==> src/rtl/pc_fetch.sv <==
// Instruction prefetch unit: issues sequential ROM reads into a small FIFO of
// {pc, word} entries, with single-cycle jump redirect and flush.
module pc_fetch #(
  parameter int WIDTH  = 10,
  parameter int DWIDTH = 16,
  parameter int DEPTH  = 4
) (
  input  logic              clock,
  input  logic              reset,
  input  logic              enable,
  input  logic              jmp,
  input  logic [WIDTH-1:0]  adr,
  output logic              rom_en,
  output logic [WIDTH-1:0]  rom_adr,
  input  logic [DWIDTH-1:0] rom_data,
  output logic              instr_valid,
  input  logic              instr_ready,
  output logic [DWIDTH-1:0] instr,
  output logic [WIDTH-1:0]  instr_pc
);

  localparam int PW = $clog2(DEPTH);

  logic [WIDTH-1:0]  fetch_pc_reg;
  logic              inflight_reg;
  logic [WIDTH-1:0]  inflight_adr_reg;
  logic [PW-1:0]     wr_ptr_reg;
  logic [PW-1:0]     rd_ptr_reg;
  logic [PW:0]       count_reg;

  logic [WIDTH-1:0]  pc_mem   [DEPTH];
  logic [DWIDTH-1:0] word_mem [DEPTH];

  logic [PW:0]       pending;
  logic              push;
  logic              pop;

  // The outstanding read already owns a FIFO slot, so issue stops one early.
  assign pending = count_reg + (PW+1)'(inflight_reg);
  assign rom_en  = enable && !jmp && !reset && (pending < (PW+1)'(DEPTH));
  assign rom_adr = fetch_pc_reg;

  assign push        = inflight_reg && !jmp && !reset;
  assign instr_valid = (count_reg != '0) && !jmp && !reset;
  assign pop         = instr_valid && instr_ready;

  assign instr    = word_mem[rd_ptr_reg];
  assign instr_pc = pc_mem[rd_ptr_reg];

  always_ff @(posedge clock) begin
    if (push) begin
      pc_mem[wr_ptr_reg]   <= inflight_adr_reg;
      word_mem[wr_ptr_reg] <= rom_data;
    end
  end

  always_ff @(posedge clock) begin
    if (reset) begin
      fetch_pc_reg     <= '0;
      inflight_reg     <= 1'b0;
      inflight_adr_reg <= '0;
      wr_ptr_reg       <= '0;
      rd_ptr_reg       <= '0;
      count_reg        <= '0;
    end else if (jmp) begin
      // Redirect flushes everything, including data returning this cycle.
      fetch_pc_reg <= adr;
      inflight_reg <= 1'b0;
      wr_ptr_reg   <= '0;
      rd_ptr_reg   <= '0;
      count_reg    <= '0;
    end else begin
      inflight_reg <= rom_en;
      if (rom_en) begin
        inflight_adr_reg <= fetch_pc_reg;
        fetch_pc_reg     <= fetch_pc_reg + WIDTH'(1);
      end
      if (push) wr_ptr_reg <= wr_ptr_reg + PW'(1);
      if (pop)  rd_ptr_reg <= rd_ptr_reg + PW'(1);
      case ({push, pop})
        2'b10:   count_reg <= count_reg + (PW+1)'(1);
        2'b01:   count_reg <= count_reg - (PW+1)'(1);
        default: count_reg <= count_reg;
      endcase
    end
  end

endmodule
==> config.mk <==
export PLATFORM = sky130hd
export DESIGN_NAME = pc_fetch
export DESIGN_NICKNAME = d
export VERILOG_FILES = /design/src/rtl/pc_fetch.sv
export SDC_FILE = /design/constraint.sdc
export NUM_CORES = 1
export LEC_CHECK = 0
export BUFFER_PORTS_ARGS = -buffer_cell sky130_fd_sc_hd__buf_2
export CAP_MARGIN = 0
export CORE_MARGIN = 2
export CORE_UTILIZATION = 50
export CTS_CLUSTER_DIAMETER = 150
export DETAILED_ROUTE_END_ITERATION = 7
export GPL_TIMING_DRIVEN = 0
export PLACE_DENSITY = 0.71
export SYNTH_ARGS = -nofsm -noshare
export SYNTH_HDL_FRONTEND = slang
export SYNTH_SLANG_ARGS = --single-unit
export TNS_END_PERCENT = 100
==> constraint.sdc <==
create_clock -name clock -period 3.3 [get_ports clock]
set_clock_uncertainty 0.1 [all_clocks]
set_input_delay 0.33 -clock clock [delete_from_list [all_inputs] [get_ports clock]]
set_output_delay 0.33 -clock clock [all_outputs]
set_load 0.01 [all_outputs]
==> results of run 1 <==
-- per-stage QoR --
step	std cells	power, mW	hold WS, ps	utilization, %
floorplan	299	1.92	319	-
global placement	501	1.97	381	55.8
detailed placement	501	1.98	397	55.8
CTS	558	3.74	1.78	63.7
global route	558	3.82	24.5	63.8
finish	558	3.71	53.3	63.8
-- placed cells by master, fill, tap and decap left out, types with 4 or more instances in the layout --
cell type      instances
buf_2                 71
nand3_1                4
clkbuf_1               8
dlygate4sd3_1         26
inv_1                 10
nand2_1                9
xor2_1                 4
o21ai_0                6
dfxtp_1               30
clkbuf_16             16
a311oi_1               6
nor2_1                25
or3_1                  7
mux2i_1               11
clkinv_2               5
and3_1                 4
mux4_2                26
ha_1                   6
edfxtp_1             104
-- layout make-up --
class	count	share of cell area [%]
tap	136	2.61
buffer	15	1.13
inverter	10	0.575
timing repair buffer	92	9.05
clock inverter	13	2.05
multi-input combinational	140	21.1
clock buffer	18	6.41
sequential	134	57.1
-- per-layer routing --
layer  share of wire, %  up-vias
met1                 43     1478
li1                   -     1399
met4                1.1        0
met3                4.8       12
met2                 51       85
met5                  0        -
-- worst paths after layout --
kind                  endpoint  slack (ps)  cells after the start
setup / recovery   instr_pc[7]         560                      4
hold / removal      rom_adr[3]          50                      3
setup reg to reg  count_reg[2]        1050                      8
hold reg to reg   pc_mem[1][5]         400                      0
-- cells by family after synthesis --
kind of cell / synth area share [%]
buf+inv: 2.14
mux: 13.6
compound gates: 3.10
fa+ha+maj: 1.83
flops: 71.5
xor+xnor: 1.18
simple gates: 6.61
-- report_power, final --
part	leakage, nW	switching (mW)	internal, mW
Clock	0.267	0.678	1.07
Sequential	1.17	0.0182	1.83
Combinational	0.906	0.0580	0.0620
-- cells in the mapped netlist (6+ instances only) --
cell,n
a311oi_1,6
and3_1,7
clkbuf_1,7
dfxtp_1,30
edfxtp_1,104
ha_1,6
inv_1,10
mux2i_1,11
mux4_2,26
nand2_1,9
nor2_1,25
o21ai_0,6
or3_1,7
-- critical path: stages (launching register included) --
cell	delay [ps]
dfxtp_1	300
clkbuf_1	350
buf_1	540
mux4_2	430
buf_2	160
==> impl_metrics.csv, run 1 <==
group,metric,value,unit
run_status,status,"completed",
floorplanning,die_h,106,µm
sta,slew_headroom,8.99,%
clock_network,clk_pin_slew,60,ps
drt,wl,9560,µm
drt,ant_nets,0,
drt,first_iter_violations,145,
setup_path,critPathKind,"flip-flop to output pin",
drt,via_per_inst,5.33,
grt,grt_pass1_wl,15100,µm
final_layout,drive_gt1_share,32.2,%
drt,drc,0,
setup_path,cp_max_fo,10,
synth,async_flop_share,0,%
clock_network,cts_tree,"yes",
grt,antenna_found_initial,0,
setup_path,arrival,2310,ps
floorplanning,num_rows,37,
floorplanning,core,0.0102,mm²
placement,placedInstanceArea,0.00571,mm²
clock_network,clock_path_buffers,2,
final_layout,seq_area,0.00372,mm²
clock_network,cts.sinks,134,
setup_path,cp-start-kind,"flip-flop",
floorplanning,die_w,106,µm
pwr,p_leak,2.34,nW
placement,pre_cts_slack,795,ps
sta,max_freq,0.365,GHz
synth,seq_area_frac_synth,71.5,%
synth,syn-num-nets,337,
synth,ys_ff_latch,134,
min_path,hold_path_class,"input pin to flip-flop",
floorplanning,initial_core_util,50.9,%
flow_run,max_cap_violations,0,
sta,setup_violations,0,
clock_network,cts_hold_buf,26,
clock_network,htreeDepth,4,
synth,yosys.area.top_type,"edfxtp_1",
final_layout,fillers,753,
floorplanning,die-area,0.0112,mm²
clock_network,root_buffer,"clkbuf_8",
sta,fin_crit_sh,83.0,%
grt,grtUsageMet3,5.09,%
synth,synth_edf_count,104,
final_layout,top_register,"word_mem",
synth,synthDistinctLibCells,37,
drt,wl_per_cell,17.1,µm
synth,synth_cells,299,
sta,tightest_slew,1370,ps
setup_path,r2r_start,"count_reg[2]",
final_layout,nets,448,
sta,rsz0062_at_grt,"no",
pwr,vdd_drop_max,0.314,mV
final_layout,largest_register_ffs,64,
final_layout,multiInputGateArea,0.00138,mm²
setup_path,required,2870,ps
grt,use_met2,30.8,%
clock_network,postCtsSetupBuffers,0,
grt,grt_use_total,18.1,%
clock_network,ctsResizeCount,0,
min_path,hp-start,"adr[3]",
placement,dpl.hpwl,5640,µm
sta,finalMaxSlewViolations,0,
synth,syn_avg_cell_area,17.4,µm²
final_layout,diodes,0,
grt,grt_max_degree,27,
grt,grt_pass1_vias,3046,
synth,syn_area,0.00521,mm²
sta,tns,0,ps
drt,vias,2974,
final_layout,reg.largest.list,"word_mem: 64 flops, pc_mem: 40 flops",
sta,finalWorstSetupSlack,562,ps
pwr,powerDensity,568,mW/mm²
final_layout,finalInstanceArea,0.00652,mm²
synth,dominantRegCellSynth,"edfxtp_1",
sta,hold_violations,0,
placement,globalplace.congestion,0.841,
final_layout,syn_to_final_growth,25.3,%
grt,grt_use_met1,22.2,%
sta,fin_crit,2740,ps
drt,drtPass1Iterations,4,
clock_network,cts_buffers,17,
clock_network,clk_latency,510,ps
synth,synth_top_cell_area_share,60.0,%
placement,place.port_buffers,66,
grt,grt_overflow,0,
synth,synthTopCellsByArea,"edfxtp_1, dfxtp_1, mux4_2",
grt,grt.busiest_layer,"met2",
synth,ys_warn_count,0,
setup_path,end_kind,"output pin",
floorplanning,ios,69,
Power figures use the tool's default switching activity.
==> run 2: changes to the inputs <==
- clock period: 3.3 -> 2.86 ns (I/O delays scaled with it)
==> impl_metrics.csv, run 2 (synthesized netlist as in run 1, its figures left out) <==
group,metric,value,unit
clock_network,root_buffer,"clkbuf_8",
min_path,hold_path_class,"input pin to flip-flop",
pwr,pwr-share-seq,49.7,%
placement,globalplace.congestion,0.841,
setup_path,r2r_end,"count_reg[2]",
drt,via_per_inst,5.33,
pwr,powerDensity,655,mW/mm²
floorplanning,core,0.0102,mm²
pwr,sw_frac_of_total,20.4,%
setup_path,rrSetupSlack,610,ps
clock_network,cts.sinks,134,
final_layout,syn_to_final_growth,25.5,%
floorplanning,die_w,106,µm
grt,grt_max_degree,27,
pwr,p_leak,2.35,nW
sta,fin_crit,2660,ps
setup_path,cp-start-kind,"flip-flop",
clock_network,cts_tree,"yes",
clock_network,htreeDepth,4,
setup_path,required,2470,ps
pwr,p_sw,0.872,mW
final_layout,fillers,752,
min_path,whs_path_depth,3,
final_layout,layout_commonest_cell,"edfxtp_1",
drt,ant_nets,0,
pwr,vdd_drop_max,0.363,mV
pwr,combPwrFrac,3.3,%
grt,grt_overflow,0,
floorplanning,initial_core_util,50.9,%
clock_network,clk_latency,510,ps
sta,tns,0,ps
drt,first_iter_violations,129,
sta,finalWorstSetupSlack,204,ps
clock_network,clock_path_buffers,2,
pwr,power,4.28,mW
sta,fin_crit_sh,92.9,%
final_layout,diodes,0,
grt,grt_use_total,18.1,%
sta,finalMaxSlewViolations,0,
min_path,hp-start,"enable",
grt,grt_pass1_vias,3051,
run_status,status,"completed",
setup_path,arrival,2270,ps
final_layout,seq_area,0.00372,mm²
sta,max_freq,0.376,GHz
sta,setup_violations,0,
min_path,hold_end,"rom_adr[1]",
setup_path,cp_max_fo,10,
clock_network,clk_pin_slew,60,ps
final_layout,top_register,"word_mem",
grt,antenna_found_initial,0,
floorplanning,ios,69,
floorplanning,die-area,0.0112,mm²
placement,dpl.hpwl,5640,µm
floorplanning,num_rows,37,
flow_run,max_cap_violations,0,
pwr,pwr-share-clk,47.0,%
grt,grt_pass1_wl,15100,µm
floorplanning,die_h,106,µm
clock_network,postCtsSetupBuffers,0,
final_layout,nets,449,
sta,slew_headroom,8.20,%
drt,wl,9580,µm
setup_path,end_kind,"output pin",
sta,tightest_slew,1380,ps
setup_path,r2r_cells,8,
drt,vias,2981,
placement,place.port_buffers,66,
sta,rsz0062_at_grt,"no",
setup_path,critPathKind,"flip-flop to output pin",
placement,pre_cts_slack,399,ps
final_layout,layout_common_cells,"edfxtp_1, buf_2, dfxtp_1",
drt,drtPass1Iterations,4,
pwr,power.internal,3.41,mW
final_layout,drive_gt1_share,32.4,%
final_layout,reg.largest.list,"word_mem: 64 flops, pc_mem: 40 flops",
drt,drc,0,
clock_network,cts_buffers,17,
final_layout,multiInputGateArea,0.00138,mm²
sta,hold_violations,0,
final_layout,largest_register_ffs,64,
setup_path,r2r_start,"count_reg[2]",
drt,wl_per_cell,17.1,µm
run 2: cell count changes in the layout (fill, tap and decap cells not counted), sizes merged:
cell         before  now
buf              74   73
clkbuf           25   26
dlygate4sd3      26   27
run 2: through the flow:
| step | hold slack (ps) | instances | instance area [µm²] | util [%] |
|---|---|---|---|---|
| after floorplan | 275 | 299 | 5210 | - |
| after global placement | 381 | 501 | 5710 | 55.8 |
| after detailed placement | 397 | 501 | 5710 | 55.8 |
| after CTS | 28.2 | 559 | 6530 | 63.8 |
| after global routing | 53.3 | 559 | 6530 | 63.9 |
| final | 53.1 | 559 | 6530 | 63.9 |
run 2: per-layer routing:
metal | global-route usage, % | part of all wire (%) | vias to the layer above
met2 | 31.1 | 51 | 83
met5 | 0 | 0 | -
met3 | 5.09 | 4.7 | 14
li1 | - | - | 1404
met1 | 22.1 | 43 | 1480
met4 | 6.48 | 1.3 | 0
run 2: power groups by stage:
stage | sequential, mW | clock [mW] | combinational (mW)
finish | 2.13 | 2.01 | 0.140
global route | 2.13 | 2.13 | 0.154
CTS | 2.13 | 2.04 | 0.140
detailed placement | 2.17 | 0 | 0.111
floorplan | 2.17 | 0 | 0.0527
global placement | 2.17 | 0 | 0.106
run 2: how the worst max path moves through the flow:
| stage | slack, ps | from | end |
|---|---|---|---|
| 3_3_place_gp | 420 | reset | word_mem[3][2] |
| 5_1_grt | 50 | flip-flop | instr[13] |
| 4_1_cts | 90 | flip-flop | instr_pc[7] |
| 3_5_place_dp | 400 | reset | word_mem[1][2] |
| 6_report | 200 | flip-flop | instr[13] |
| 2_1_floorplan | 660 | jmp | count_reg[2] |
run 2: final cells by class:
cell class	instances	area share [%]
multi-input cells	140	21.0
well taps	136	2.60
flip-flops and latches	134	57.0
clock buffers	18	6.40
plain buffers	15	1.15
clock inverters	13	2.05
repair buffers	93	9.19
inverters	10	0.574
run 2: worst max-delay path: stages (launching register included):
cell,delay (ps)
dfxtp_1,300
clkbuf_1,370
clkbuf_1,520
mux4_2,400
buf_2,160
run 2: repair_timing:
action | in CTS | in global routing
resized for setup | 0 | 1
hold endpoints to repair | 74 | 0
endpoints found under the setup margin | 0 | 1
hold buffers | 27 | 0
==> run 3: changes to the inputs <==
- CORE_UTILIZATION: 50 -> 57
- PLACE_DENSITY: 0.71 -> 0.79
==> impl_metrics.csv, run 3 (synthesized netlist as in run 1, its figures left out) <==
group,metric,value,unit
clock_network,cts.sinks,134,
flow_run,max_cap_violations,0,
grt,grt_max_degree,27,
setup_path,critical_path.max_stage_delay,580,ps
final_layout,nets,451,
drt,met1Wirelength,3910,µm
clock_network,clock_path_buffers,2,
final_layout,top_register,"word_mem",
setup_path,critPathKind,"flip-flop to output pin",
floorplanning,die_w,99.6,µm
floorplanning,die_h,99.6,µm
final_layout,largest_register_ffs,64,
placement,dpl.hpwl,5740,µm
final_layout,layout_common_cells,"edfxtp_1, buf_2, dfxtp_1",
placement,place.port_buffers,66,
floorplanning,core,0.00881,mm²
clock_network,cts_buffers,17,
drt,ant_nets,0,
sta,hold_violations,0,
grt,grt_pass1_vias,3164,
pwr,power,4.52,mW
sta,setup_violations,0,
clock_network,htreeDepth,4,
pwr,vdd_drop_max,0.354,mV
floorplanning,initial_core_util,59.1,%
sta,rsz0062_at_grt,"no",
grt,grt_pass1_wl,15400,µm
setup_path,cp_max_fo,10,
grt,antenna_found_initial,0,
floorplanning,num_rows,34,
clock_network,cts_tree,"yes",
min_path,hold_path_class,"input pin to flip-flop",
grt,grt_use_total,20.9,%
drt,wl,9390,µm
clock_network,postCtsSetupBuffers,0,
setup_path,crit_chain,"buf_2 > buf_2 > mux4_2 > buf_2",
setup_path,required,2470,ps
floorplanning,die-area,0.00991,mm²
pwr,p_leak,2.39,nW
final_layout,syn_to_final_growth,26.9,%
clock_network,clk_pin_slew,60,ps
drt,drtPass1Iterations,4,
setup_path,crit_top_cell,"buf_2",
clock_network,root_buffer,"clkbuf_8",
final_layout,reg.largest.list,"word_mem: 64 flops, pc_mem: 40 flops",
placement,globalplace.congestion,0.845,
final_layout,drive_gt1_share,31.7,%
drt,first_iter_violations,197,
floorplanning,ios,69,
pwr,powerDensity,685,mW/mm²
sta,finalMaxSlewViolations,0,
sta,tightest_slew,1350,ps
drt,wl_per_cell,17.6,µm
final_layout,diodes,0,
drt,drc,0,
setup_path,cp_top_family,"buffers and inverters",
run_status,status,"completed",
drt,vias,3009,
drt,wl_met3,446,µm
setup_path,end_kind,"output pin",
grt,grt_overflow,0,
drt,routed.top_layer,"met4",
sta,fin_crit,2570,ps
setup_path,critPathSlowestCell,"mux4_2",
setup_path,cp-start-kind,"flip-flop",
placement,pre_cts_slack,416,ps
sta,fin_crit_sh,89.7,%
sta,slew_headroom,10.2,%
setup_path,arrival,2180,ps
final_layout,layout_commonest_cell,"edfxtp_1",
sta,tns,0,ps
drt,via_per_inst,5.63,
sta,finalWorstSetupSlack,294,ps
clock_network,clk_latency,510,ps
setup_path,worst-path-buf-inv,3,
sta,max_freq,0.390,GHz
drt,wl_met2,4890,µm
==> run 3: cell count changes in the layout (fill, tap and decap cells not counted), sizes merged <==
cell	previous run	this run
buf	73	74
bufinv	2	5
clkinv	7	4
clkinvlp	3	5
dlygate4sd3	27	28
inv	11	10
==> run 3: repair_timing <==
action	CTS	global route
hold endpoints to repair	74	0
endpoints found under the setup margin	0	4
gates resized for setup	0	3
hold buffers	28	0
==> run 3: through the flow <==
step | std cells | hold WS, ps | cell area [µm²] | utilization (%)
finish | 534 | 72.5 | 6610 | 75.0
global route | 534 | 90.8 | 6610 | 75.0
CTS | 533 | 39.2 | 6580 | 74.7
detailed placement | 473 | 394 | 5670 | 64.4
global placement | 473 | 380 | 5670 | 64.4
floorplan | 299 | 275 | 5210 | -
==> run 3: worst min-delay path, cell delays in order <==
cell	delay [ps]
buf_2	160
nand3_1	90
a311oi_1	90
==> run 3: path summary, 6_finish.rpt <==
kind	startpoint	to	slack, ps	cells after the start
worst max-delay path	flip-flop	instr_pc[7]	290	4
worst min-delay path	enable	rom_adr[1]	70	3
worst min register to register	inflight_adr_reg[9]	pc_mem[3][9]	400	0
worst max register to register	count_reg[2]	count_reg[2]	620	8
==> run 3: area by class of cell <==
class	count	area, µm²
sequential	134	3720
fill	540	2200
multi-input combinational	140	1370
timing repair buffer	95	638
clock buffer	18	418
clock inverter	14	208
tap	108	135
buffer	15	76.3
inverter	10	37.5
==> run 3: layer usage <==
metal,up-vias,track usage [%]
met5,-,0
met4,0,8.75
met3,13,5.76
met2,105,35.3
met1,1479,25.5
li1,1412,-
==> run 3: power by group <==
part           switching [mW]  internal, mW  leakage (nW)
Clock                   0.763          1.49         0.286
Combinational          0.0672        0.0733         0.932
Sequential             0.0206          2.11          1.17
